$ cat src/rtl/fetch_unit.sv
// fetch_unit: instruction fetch stage. Holds PC and IR, fetches one word per
// do_fetch over a req/ack handshake, decodes IR fields, advances PC on do_next.
// Optional feature: define FETCH_PREFETCH_EN to add a 1-entry prefetch buffer
// that is filled in the background right after each PC update.
// INSTR_WIDTH is expected to equal 4*NIB_WIDTH (four nibble fields).
module fetch_unit #(
    parameter int                    ADDR_WIDTH  = 16,
    parameter int                    INSTR_WIDTH = 16,
    parameter logic [ADDR_WIDTH-1:0] RESET_PC    = '0
) (
    input  logic                   clk,
    input  logic                   reset,
    input  logic                   do_fetch,
    input  logic                   do_next,
    input  logic                   pc_load,
    input  logic [ADDR_WIDTH-1:0]  pc_target,
    output logic                   instr_req,
    output logic [ADDR_WIDTH-1:0]  instr_addr,
    input  logic                   instr_ack,
    input  logic [INSTR_WIDTH-1:0] instr_data,
    output logic [3:0]             opcode,
    output logic                   isaluop,
    output logic [3:0]             field_a,
    output logic [3:0]             field_b,
    output logic [3:0]             field_c,
    output logic [7:0]             imm8,
    output logic [ADDR_WIDTH-1:0]  pc_out,
    output logic                   busy,
    output logic                   seq_error
);

    localparam int NIB_WIDTH = 4;

`ifdef FETCH_PREFETCH_EN
    typedef enum logic [1:0] {IDLE, WAIT, PREF} state_t;
`else
    typedef enum logic [1:0] {IDLE, WAIT} state_t;
`endif

    state_t                  state, state_nxt;
    logic [ADDR_WIDTH-1:0]   pc, pc_nxt, pc_step;
    logic [INSTR_WIDTH-1:0]  ir, ir_src;
    logic                    ir_ld;
    logic                    err_set;
    logic                    req_c;

`ifdef FETCH_PREFETCH_EN
    logic [INSTR_WIDTH-1:0]  pb;
    logic                    pb_valid;
    logic                    pb_ld;
    logic                    pb_clr;
`endif

    // PC successor; wraps naturally at 2^ADDR_WIDTH
    assign pc_step = pc_load ? pc_target : pc + ADDR_WIDTH'(1);

    // next-state, PC update, IR load select and handshake outputs
    always_comb begin
        state_nxt = state;
        pc_nxt    = pc;
        ir_ld     = 1'b0;
        ir_src    = instr_data;
        err_set   = 1'b0;
        req_c     = 1'b0;
        busy      = 1'b0;
`ifdef FETCH_PREFETCH_EN
        pb_ld     = 1'b0;
        pb_clr    = 1'b0;
`endif
        case (state)
            IDLE: begin
                if (do_next) begin
                    // PC update wins over a simultaneous fetch, which is flagged
                    pc_nxt  = pc_step;
                    err_set = do_fetch;
`ifdef FETCH_PREFETCH_EN
                    pb_clr    = 1'b1;
                    state_nxt = PREF;
`endif
                end else if (do_fetch) begin
`ifdef FETCH_PREFETCH_EN
                    if (pb_valid) begin
                        ir_ld  = 1'b1;
                        ir_src = pb;
                        pb_clr = 1'b1;
                    end else
`endif
                    begin
                        req_c = 1'b1;
                        if (instr_ack) ir_ld     = 1'b1;
                        else           state_nxt = WAIT;
                    end
                end
            end
            WAIT: begin
                req_c   = 1'b1;
                busy    = 1'b1;
                err_set = do_fetch | do_next;
                if (instr_ack) begin
                    ir_ld     = 1'b1;
                    state_nxt = IDLE;
                end
            end
`ifdef FETCH_PREFETCH_EN
            PREF: begin
                req_c = 1'b1;
                if (do_next) begin
                    // retarget the prefetch; an ack this cycle answers the old PC
                    pc_nxt  = pc_step;
                    err_set = do_fetch;
                end else if (do_fetch) begin
                    if (instr_ack) begin
                        ir_ld     = 1'b1;
                        state_nxt = IDLE;
                    end else begin
                        state_nxt = WAIT;
                    end
                end else if (instr_ack) begin
                    pb_ld     = 1'b1;
                    state_nxt = IDLE;
                end
            end
`endif
            default: state_nxt = IDLE;
        endcase
    end

    // request drops the moment reset asserts, even mid-transaction
    assign instr_req  = req_c & ~reset;
    assign instr_addr = pc;
    assign pc_out     = pc;

    // field decode straight from IR
    assign opcode  = ir[INSTR_WIDTH-1 -: NIB_WIDTH];
    assign isaluop = ~ir[INSTR_WIDTH-1];
    assign field_a = ir[3*NIB_WIDTH-1 -: NIB_WIDTH];
    assign field_b = ir[2*NIB_WIDTH-1 -: NIB_WIDTH];
    assign field_c = ir[NIB_WIDTH-1:0];
    assign imm8    = ir[2*NIB_WIDTH-1:0];

    // state, PC, IR and sticky error registers
    always_ff @(posedge clk or posedge reset) begin
        if (reset) begin
            state     <= IDLE;
            pc        <= RESET_PC;
            ir        <= '0;
            seq_error <= 1'b0;
        end else begin
            state <= state_nxt;
            pc    <= pc_nxt;
            if (ir_ld)   ir        <= ir_src;
            if (err_set) seq_error <= 1'b1;
        end
    end

`ifdef FETCH_PREFETCH_EN
    // prefetch buffer: filled by a PREF ack, consumed by the next do_fetch
    always_ff @(posedge clk or posedge reset) begin
        if (reset) begin
            pb       <= '0;
            pb_valid <= 1'b0;
        end else begin
            if (pb_ld) begin
                pb       <= instr_data;
                pb_valid <= 1'b1;
            end else if (pb_clr) begin
                pb_valid <= 1'b0;
            end
        end
    end
`endif

endmodule

$ cat config.mk
export PLATFORM = sky130hd
export DESIGN_NAME = fetch_unit
export DESIGN_NICKNAME = d
export VERILOG_FILES = /design/src/rtl/fetch_unit.sv
export SDC_FILE = /design/constraint.sdc
export NUM_CORES = 1
export LEC_CHECK = 0
export CAP_MARGIN = 20
export CORE_UTILIZATION = 41
export CTS_CLUSTER_DIAMETER = 200
export DETAILED_ROUTE_END_ITERATION = 10
export PLACE_DENSITY = 0.79
export SKIP_CTS_REPAIR_TIMING = 1
export SYNTH_ARGS = -nofsm -noshare
export SYNTH_HDL_FRONTEND = slang
export SYNTH_SLANG_ARGS = --single-unit
$ cat constraint.sdc
create_clock -name clk -period 1.77 [get_ports clk]
set_input_delay 0.354 -clock clk [delete_from_list [all_inputs] [get_ports clk]]
set_output_delay 0.354 -clock clk [all_outputs]
set_load 0.05 [all_outputs]
Word level (Yosys, flattened, before mapping)
Index checks and enable logic that the tools add are counted.

Output and inout port bits: 60. Register bits: 35.

Multiplexer cells: 16. Reductions and logical operators: 3. Bitwise gates (word level): 4. Equality and inequality tests: 5. Add/subtract/negate cells: 1.

Operator list (number): 16-bit by 1-bit adder with 16-bit output (second input constant) (1); 16-bit 2-to-1 mux (1); 2-bit 2-to-1 mux (4); 2-bit inequality test (second input constant) (4); 1-bit 2-to-1 mux (7); 1-bit one-hot mux with 2 select lines (3); 2-bit one-hot mux with 2 select lines (1); 4-bit AND reduction (1); 2-bit by 1-bit equality test with 1-bit output (second input constant) (1); 2-bit zero test (1); 1-bit NOT (2); 2-bit AND reduction (1); 1-bit AND (1); 1-bit bitwise OR (1).

Depth between registers and ports, before layout
Depth in word-level cells: 4. Gate-level depth with buffers: 6. Mapped depth without buffers: 5.

Worst setup path after synthesis
OpenSTA, ideal clock, no wires.

Path kind: register -> register. From: register pc[0] (netlist: instr_addr[0]). To: register pc[14] (netlist: instr_addr[14]). Setup slack: -161 ps. Stages on the path, launching flop included: 6. Arrival time: 1803 ps. Period minus slack after synthesis: 1931 ps. Path buffers: 0. Cells stage by stage: dfrtp_1 -> ha_1 -> nand3_2 -> nor4_2 -> mux2i_1 -> nand3_1.

Cells in the longest elaborated chain, start to end: 2.

Ends and longest elaborated chain: start, declared (line 41) `logic [ADDR_WIDTH-1:0] pc, pc_nxt, pc_step;`; start signal, assigned (line 150) `pc <= pc_nxt;`; 16-bit by 1-bit adder with 16-bit output (line 55) `assign pc_step = pc_load ? pc_target : pc + ADDR_WIDTH'(1);`; 16-bit 2-to-1 mux (line 55).

No other way between the ends. A chain may end at the register's enable or synchronous reset.

Final worst setup path
From: input do_next. To: output instr_req.

Cells in the longest elaborated chain, start to end: 3.

Ends and longest elaborated chain: start, declared (line 14) `input logic do_next,`; 1-bit 2-to-1 mux (line 72) `if (do_next) begin`; 1-bit one-hot mux with 2 select lines (line 70) `case (state)`; 1-bit AND (line 129) `assign instr_req = req_c & ~reset;`; end, declared (line 17) `output logic instr_req,`.

No other way between the ends.

==> flow_summary.json <==
{
  "critical_path_buf_inv_count": 4,
  "dp_hpwl_um": 3720,
  "cp.depth": 6,
  "ir_drop_mv": 0.761,
  "status": "complete, no violations",
  "crit_type": "input pin to primary output",
  "r2r-end": "instr_addr[13]",
  "root_buffer": "clkbuf_8",
  "endpoint_kind": "primary output",
  "r2r-start": "instr_addr[5]",
  "worstSetupEndpoint": "instr_req",
  "ys_async_sr_fraction_pct": 100,
  "netlist_area_um2": 1990,
  "firstDrtPassIters": 4,
  "vias": 1758,
  "min-delay-path-class": "input pin to asynchronous set/reset pin",
  "setup_viol": 0,
  "fmax_mhz": 590,
  "rows": 24,
  "clk_latency_ns": 0.29,
  "area_growth_syn_to_layout_pct": 51.6,
  "antenna_cells": 0,
  "drive_gt1_share_pct": 40.1,
  "final_cell_mix": "buf_4 (65), clkdlybuf4s50_1 (37), dfrtp_1 (32), a21oi_1 (15), buf_12 (14)",
  "cp_top_family": "buffers and inverters",
  "drt-total-wl_um": 4990,
  "clockBufferDepth": 2,
  "worst_slew_pin_slew_ns": 0.314,
  "wire_per_inst_um": 14.8,
  "netlist_instances": 195,
  "synth_ff_type": "dfrtp_1",
  "cap_violations": 0,
  "io_buffers": 97,
  "postRouteAntennaNets": 0,
  "yosysSeqAreaShare_pct": 42.8,
  "ys.warnings.count": 0,
  "fin_worst_skew_ns": 0.00870,
  "grt-ovfl-total": 0,
  "slew_violations": 0,
  "cts_tree": "done",
  "crit_start": "do_next",
  "final_util_pct": 66.9,
  "startpoint_type": "input pin",
  "path_cells": "clkdlybuf4s50_1 -> inv_1 -> a21oi_2 -> buf_4 -> nor2_2 -> buf_12",
  "antenna_found_initial": 0,
  "place_inst": 329,
  "cp_max_fo": 2,
  "cp.arrival_ns": 1.34,
  "nets": 323,
  "htreeDepth": 2,
  "fin_crit_ns": 1.70,
  "grt_use_total_pct": 20.1,
  "finalNonFillerCells": 336,
  "core-area_um2": 4500,
  "required_ns": 1.42,
  "crit_slowest_cell": "clkdlybuf4s50_1",
  "r2r_cells": 4,
  "synth_cell_types": 42,
  "synth_edf_count": 0,
  "drt_iter0_markers": 89,
  "clk_pin_slew_ns": 0.07,
  "synth_nets": 234,
  "initial_utilization_pct": 44.1,
  "cts_num_sinks": 34,
  "relSlewSlack_pct": 78.9,
  "hold_violations": 0,
  "avgViaCountPerCell": 5.23,
  "layout_commonest_cell": "buf_4",
  "critPathMaxStageDelay_ns": 0.41,
  "cts_made_buffers": 5,
  "grt_pass1_wl_um": 7950,
  "fp.dieW_um": 71.6,
  "drc_errors": 0,
  "r2r_slack_ns": 0.24,
  "synth-seq-cells": 34,
  "die_h_um": 71.6,
  "rsz0062_at_grt": "false",
  "num_io_pins": 98,
  "die-area_um2": 5130,
  "grt_max_degree": 35,
  "gp_congestion": 0.774,
  "powerDensity_nw_per_um2": 1200,
  "setup_tns_ns": 0,
  "leakage_nw": 1.31,
  "post-route-period-util_pct": 95.8,
  "grt_pass1_vias": 1675,
  "synth_area_per_cell_um2": 10.2
}
-- area by class of cell --
cell class              count  area (um2)
flip-flops and latches     34         853
inverters                   8        30.0
clock inverters             2        10.0
clock buffers               5        68.8
multi-input cells         119         847
well taps                  52        65.1
repair buffers            116        1140
fillers                   352        1490
-- cell usage after synthesis, types with 2 or more instances --
cell type,n,area [um2]
o21a_1,2,15.0
o21ai_0,8,40.0
nor2_1,12,45.0
clkbuf_1,2,7.51
nand3_1,8,40.0
nor4_2,3,37.5
buf_2,2,10.0
a31oi_1,2,12.5
inv_1,7,26.3
nand2b_1,2,12.5
nand3_2,3,30.0
nor3_1,7,35.0
o22a_1,2,17.5
nor2b_1,2,12.5
mux2_1,3,33.8
a21oi_2,2,17.5
nand2_1,8,30.0
dfrtp_1,34,851
a21oi_1,15,75.1
buf_4,25,188
nor4_1,2,12.5
o2bb2ai_1,4,35.0
mux2i_1,4,40.0
mux2_2,13,146
nand4_1,2,12.5
buf_6,5,56.3
-- report_power, final --
group	internal (W)	switching, W
Sequential	0.000921	0.000148
Clock	0.000264	0.000287
Combinational	0.000717	0.00128
-- worst min path at each step --
stage               startpoint            end
finish                   reset         ir[12]
global placement     seq_error      seq_error
global route             reset         ir[12]
CTS                      reset  instr_addr[4]
floorplan            instr_ack       state[0]
detailed placement   seq_error      seq_error
-- state kept, by name, summed over array words and instances (netlist names) --
| register | flops |
|---|---|
| instr_addr | 16 |
| ir | 16 |
| seq_error | 1 |
| state | 1 |
-- cells by family after synthesis --
group,share of synthesized area (%)
AND/OR/NAND/NOR,16.5
buffers and inverters,14.7
AO/OA/AOI/OAI,14.3
multiplexers,11.1
flip-flops,42.8
adder cells (fa/ha/maj),0.630
-- through the flow --
step	power [W]	cell area, um2	setup WS, ns	hold slack (ns)
after floorplan	0.00244	1990	0.0171	0.420
after global placement	0.00305	2930	-0.0132	0.470
after detailed placement	0.00308	2930	-0.0553	0.465
after CTS	0.00364	3010	-0.00179	0.444
after global routing	0.00376	3010	0.00766	0.483
final	0.00361	3010	0.0747	0.462
-- worst min-delay path, stage by stage --
cell             delay, ns
clkdlybuf4s50_1       0.43
inv_1                 0.11
buf_12                0.22
-- per-layer routing --
metal / routed length (um) / track usage [%] / vias up
met5: 0 / 0 / -
met4: 102 / 7.84 / 0
met2: 2630 / 34.6 / 55
li1: - / - / 847
met1: 2020 / 24.4 / 847
met3: 243 / 4.50 / 9
Power figures use the tool's default switching activity.
==> edit 1, RTL diff (config.mk and constraints unchanged) <==
Add an input register stage for `pc_target`, with the module's reset; this delays it by one clock. The other inputs are not delayed to match.
--- a/src/rtl/fetch_unit.sv
+++ b/src/rtl/fetch_unit.sv
@@ -31,6 +31,16 @@
 
     localparam int NIB_WIDTH = 4;
 
+    logic [ADDR_WIDTH-1:0] pc_target_q;
+
+    always_ff @(posedge clk or posedge reset) begin
+        if (reset) begin
+            pc_target_q <= '0;
+        end else begin
+            pc_target_q <= pc_target;
+        end
+    end
+
 `ifdef FETCH_PREFETCH_EN
     typedef enum logic [1:0] {IDLE, WAIT, PREF} state_t;
 `else
@@ -52,7 +62,7 @@
 `endif
 
     // PC successor; wraps naturally at 2^ADDR_WIDTH
-    assign pc_step = pc_load ? pc_target : pc + ADDR_WIDTH'(1);
+    assign pc_step = pc_load ? pc_target_q : pc + ADDR_WIDTH'(1);
 
     // next-state, PC update, IR load select and handshake outputs
     always_comb begin
Check against the original RTL: not equivalent (Yosys sat finds a counterexample within 4 cycles, from zero or initial values and one cycle with reset high).
==> edit 1 against the unedited design <==
Global-route usage fell by 0.83 points; area after synthesis increased by 16%; register-to-register slack got worse by 0.11 ns; die area grew 16%; fmax down 1.2%; wire length increased by 6.9%; power is 13% higher; final cell count rose by 11%; cell area increased by 12%; worst setup slack worse by 0.020 ns; sequential cell count rose by 16; critical path type unchanged; critical endpoint unchanged.
==> edit 1: results (changes against the unedited design) <==
wire length per cell -> 14.3 µm (-3.4%)
Worst Clk Skew -> 0.00841 ns (-0.000293 ns)
Post-synth top cells -> dfrtp_1 (50), buf_4 (25), a21oi_1 (19), mux2_2 (16), nor2_1 (11)
Flop+latch power -> 1.49 mW (+39%)
Compound-Gate Fraction of Synth Area -> 13.0% (-1.3 points)
VDD IR max -> 0.705 mV (-7.4%)
switching power -> 1.78 mW (+4.2%)
Routed Antenna Nets -> 0 (unchanged)
status -> complete, no violations
CP max stage delay -> 0.47 ns (+0.06 ns)
worst reg2reg endpoint -> instr_addr[14]
fillers -> 412 (+17%)
DRT iter0 DRCs -> 203 (+130%)
vias in the first global route -> 1849 (+10%)
Tot GR Track Use -> 19.3% (-0.83 points)
half-perimeter wire length after placement -> 3.96 mm (+6.4%)
DR vias -> 1950 (+11%)
Slew HR -> 74.1% (-4.8 points)
CP arrival -> 1.36 ns (+0.02 ns)
top post-synthesis cells by area -> dfrtp_1 (54%), buf_4 (8.1%), mux2_2 (7.8%)
DRT Pass-1 Iters -> 4 (unchanged)
fraction of layout instances using a drive strength above 1 -> 37.7% (-2.4 points)
Worst R2R Setup Slack -> 0.13 ns (-0.11 ns)
R2R cell count -> 5 (+1)
Synth Area in Adders -> 0.541% (-0.089 points)
first-pass GRT wire length -> 9.06 mm (+14%)
Seq/Total Area, Yosys -> 54.1% (+11 points)
nets -> 340 (+5.3%)
Clk network pwr share -> 16.2% (+0.9 points)
largest net degree at the start of global routing -> 51 (+46%)
-- edit 1: cell type report --
type                    count  area [µm²]  area share (%)
well taps                  70        87.6            2.59
multi-input cells         124         842            24.9
inverters                   4        15.0           0.444
clock inverters             1        5.00           0.148
repair buffers            116        1090            32.2
flip-flops and latches     50        1250            37.1
clock buffers               7        86.3            2.55
-- edit 1: worst min-delay path by stage --
stage	cells past startpoint	end	slack (ns)	from
after CTS	3	instr_addr[8]	0.46	reset
final	3	seq_error	0.46	reset
after global routing	1	pc_target_q[9]	0.47	pc_target[9]
after floorplan	0	pc_target_q[0]	0.39	pc_target[0]
after detailed placement	1	seq_error	0.47	seq_error
after global placement	2	instr_addr[0]	0.46	pc_target_q[0]
-- edit 1: metal layers --
| metal | wire length, µm | vias up | part of all wire (%) | global-route usage, % |
|---|---|---|---|---|
| li1 | - | 917 | - | - |
| met1 | 2130 | 933 | 40 | 24.2 |
| met2 | 2680 | 98 | 50 | 31.9 |
| met3 | 497 | 2 | 9.3 | 6.31 |
| met4 | 30 | 0 | 0.56 | 4.53 |
| met5 | 0 | - | 0 | 0 |
-- edit 1: kinds of logic (layout without fill, tap and decap cells) --
group | Yosys count | in the layout
buffers and inverters | 38 | 128
AOI/OAI and AO/OA | 48 | 48
muxes | 18 | 18
and+or+nand+nor | 57 | 57
DFF | 50 | 50
adders and majority gates | 1 | 1
-- edit 1: per-stage QoR --
step	power (mW)	setup TNS (ns)	instances	area, µm²
finish	4.09	0	372	3380
global route	4.28	0	372	3380
CTS	4.13	0	372	3380
detailed placement	3.45	-1.15	364	3280
global placement	3.42	-0.593	364	3280
floorplan	2.83	-0.0113	212	2330
-- edit 1: tightest hold or removal path: cells and delay by family --
family	cells	cell delay (ns)
buffers and inverters	3	0.77
==> edit 2, RTL diff (same settings) <==
Without the edit above. Add a define of `FETCH_PREFETCH_EN`.
--- a/src/rtl/fetch_unit.sv
+++ b/src/rtl/fetch_unit.sv
@@ -3,6 +3,8 @@
 // Optional feature: define FETCH_PREFETCH_EN to add a 1-entry prefetch buffer
 // that is filled in the background right after each PC update.
 // INSTR_WIDTH is expected to equal 4*NIB_WIDTH (four nibble fields).
+`define FETCH_PREFETCH_EN
+
 module fetch_unit #(
     parameter int                    ADDR_WIDTH  = 16,
     parameter int                    INSTR_WIDTH = 16,
Behaviour: not the same (a bounded check fails within 4 cycles, from zero or initial values and one cycle with reset high).
==> edit 2 against the unedited design <==
The run now ends with negative setup slack left; cell area up 51%; worst setup slack worse by 0.32 ns; fmax down 16%; combinational power rose to 3.1 times the old value; power rose to 2.5 times the old value; wire length up 75%; count of clock-buffer cells in the layout unchanged; final cell count up 63%; area after synthesis up 65%; sequential power up 120%; sequential cell count up 18; synthesized cell count up 82%; worst hold slack better by 0.019 ns; critical path type is now reg2out; largest cell class is now multi-input gates; highest routed layer unchanged.
==> edit 2: results (changes against the unedited design) <==
clock root cell -> clkbuf_8
initial antenna violation count -> 0 (unchanged)
CP arrival -> 1.66 ns (+0.32 ns)
Max clock buf depth -> 2 (unchanged)
setup violators final -> 21 (+21)
top post-synthesis cells by area -> dfrtp_1 (40%), nor3_1 (6.0%), buf_4 (6.0%)
Num CTS Buffers -> 5 (unchanged)
largest net degree at the start of global routing -> 53 (+51%)
wire length per cell -> 15.9 µm (+7.3%)
Compound-Gate Fraction of Synth Area -> 18.7% (+4.4 points)
vias per inst -> 5.63 (+7.5%)
CP max FO -> 4 (+2)
Worst Clk Skew -> 0.00724 ns (-0.00146 ns)
fraction of layout instances using a drive strength above 1 -> 37.1% (-3.0 points)
Worst Hold Class -> reg2reg
final setup margin -> -0.243 ns (-0.317 ns)
Synth Area in XOR/XNOR -> 0% (unchanged)
vias in the first global route -> 2898 (+73%)
Hold Crit Start -> seq_error
status -> complete, but fails checks
Post-synth top cells -> dfrtp_1 (52), nor3_1 (39), buf_4 (26), a211oi_1 (18), o31ai_1 (18)
DRT Pass-1 Iters -> 6 (+2)
Lkg Pwr -> 1.88 nW (+43%)
nets -> 491 (+52%)
VDD IR max -> 1.18 mV (+55%)
Setup crit start -> state[1]
DRT iter0 DRCs -> 177 (+99%)
async set-or-reset flop fraction in the synthesized netlist -> 100% (unchanged)
unique cell type count in the Yosys netlist -> 50 (+19%)
half-perimeter wire length after placement -> 6.16 mm (+66%)
Syn Nets -> 399 (+71%)
mux cell area share after synthesis -> 6.73% (-4.4 points)
gp weighted congestion -> 0.843 (+8.9%)
failing checks -> negative setup slack
Synth Area in Adders -> 2.67% (+2.0 points)
switching power -> 4.95 mW (+190%)
Syn. warnings -> 0 (unchanged)
first-pass GRT wire length -> 14.3 mm (+80%)
Clk Latency, worst-skew pair -> 0.31 ns (+0.02 ns)
number of diodes -> 0 (unchanged)
Tot GR Track Use -> 21.3% (+1.2 points)
clock transition at the registers of the reported paths -> 0.10 ns (+0.03 ns)
Slew HR -> 71.9% (-7.0 points)
Placed Area -> 4320 µm² (+47%)
Port Buffer Count -> 97 (unchanged)
Seq/Total Area, Yosys -> 39.7% (-3.1 points)
CTS H-Tree Depth -> 2 (unchanged)
## edit 2: cell count changes in the layout (fill, tap and decap cells not counted), moves of 5 or more
cell / before / now
nor3_1: 7 / 38
o31ai_1: 0 / 18
nor2_1: 11 / 6
dfrtp_1: 32 / 38
nand3b_1: 0 / 16
a211oi_1: 0 / 17
buf_12: 14 / 7
nand2b_1: 2 / 15
dfrtp_2: 2 / 14
o21ai_0: 8 / 15
buf_4: 65 / 92
## edit 2: final timing paths
check                      cells after the start            end  slack (ns)
min in group asynchronous                      3       state[0]        0.51
hold / removal                                 1      seq_error        0.48
setup / recovery                               6      instr_req       -0.24
max in group asynchronous                      3  instr_addr[6]        0.98
setup reg to reg                               7         ir[12]       -0.20
hold reg to reg                                1      seq_error        0.48
## edit 2: per-stage QoR
stage / total power [mW] / TNS (ns) / instances / worst slack [ns]
after floorplan: 6.64 / -0.0491 / 354 / -0.0491
after global placement: 8.08 / -3.85 / 534 / -0.151
after detailed placement: 8.24 / -4.98 / 534 / -0.237
after CTS: 8.96 / -0.880 / 542 / -0.357
after global routing: 9.70 / -4.17 / 549 / -0.297
final: 9.20 / -2.96 / 549 / -0.243
## edit 2: final cells by class
cell class,count,area [µm²]
tap,102,128
multi-input combinational,237,1740
timing repair buffer,137,1210
clock buffer,5,68.8
clock inverter,3,22.5
sequential,52,1320
inverter,13,48.8
fill,660,3190
## edit 2: power by group through the flow
| stage | sequential, mW | combinational [mW] | clock [mW] |
|---|---|---|---|
| floorplan | 3.56 | 3.08 | 0 |
| global placement | 2.35 | 5.73 | 0 |
| detailed placement | 2.40 | 5.83 | 0 |
| CTS | 2.38 | 5.85 | 0.738 |
| global route | 2.48 | 6.42 | 0.793 |
| finish | 2.39 | 6.09 | 0.719 |
## edit 2: cells by family after synthesis
group                    count (synthesis)
flip-flops                              52
AO/OA/AOI/OAI                           89
multiplexers                            20
AND/OR/NAND/NOR                        121
adder cells (fa/ha/maj)                  7
buffers and inverters                   65
## edit 2: layer usage
layer / global-route usage (%) / share of wire [%] / vias up
met5: 0 / 0 / -
met1: 27.0 / 43 / 1487
met4: 5.16 / 0.99 / 0
met3: 4.77 / 6.5 / 11
li1: - / - / 1464
met2: 36.7 / 50 / 127
## edit 2: critical path, cell delays in order, from the launching register on
cell and delay, ns:
dfrtp_1 0.45, inv_2 0.11, ha_4 0.15, nor2b_4 0.17, a31oi_4 0.10, nor3_4 0.21
buf_12 0.16
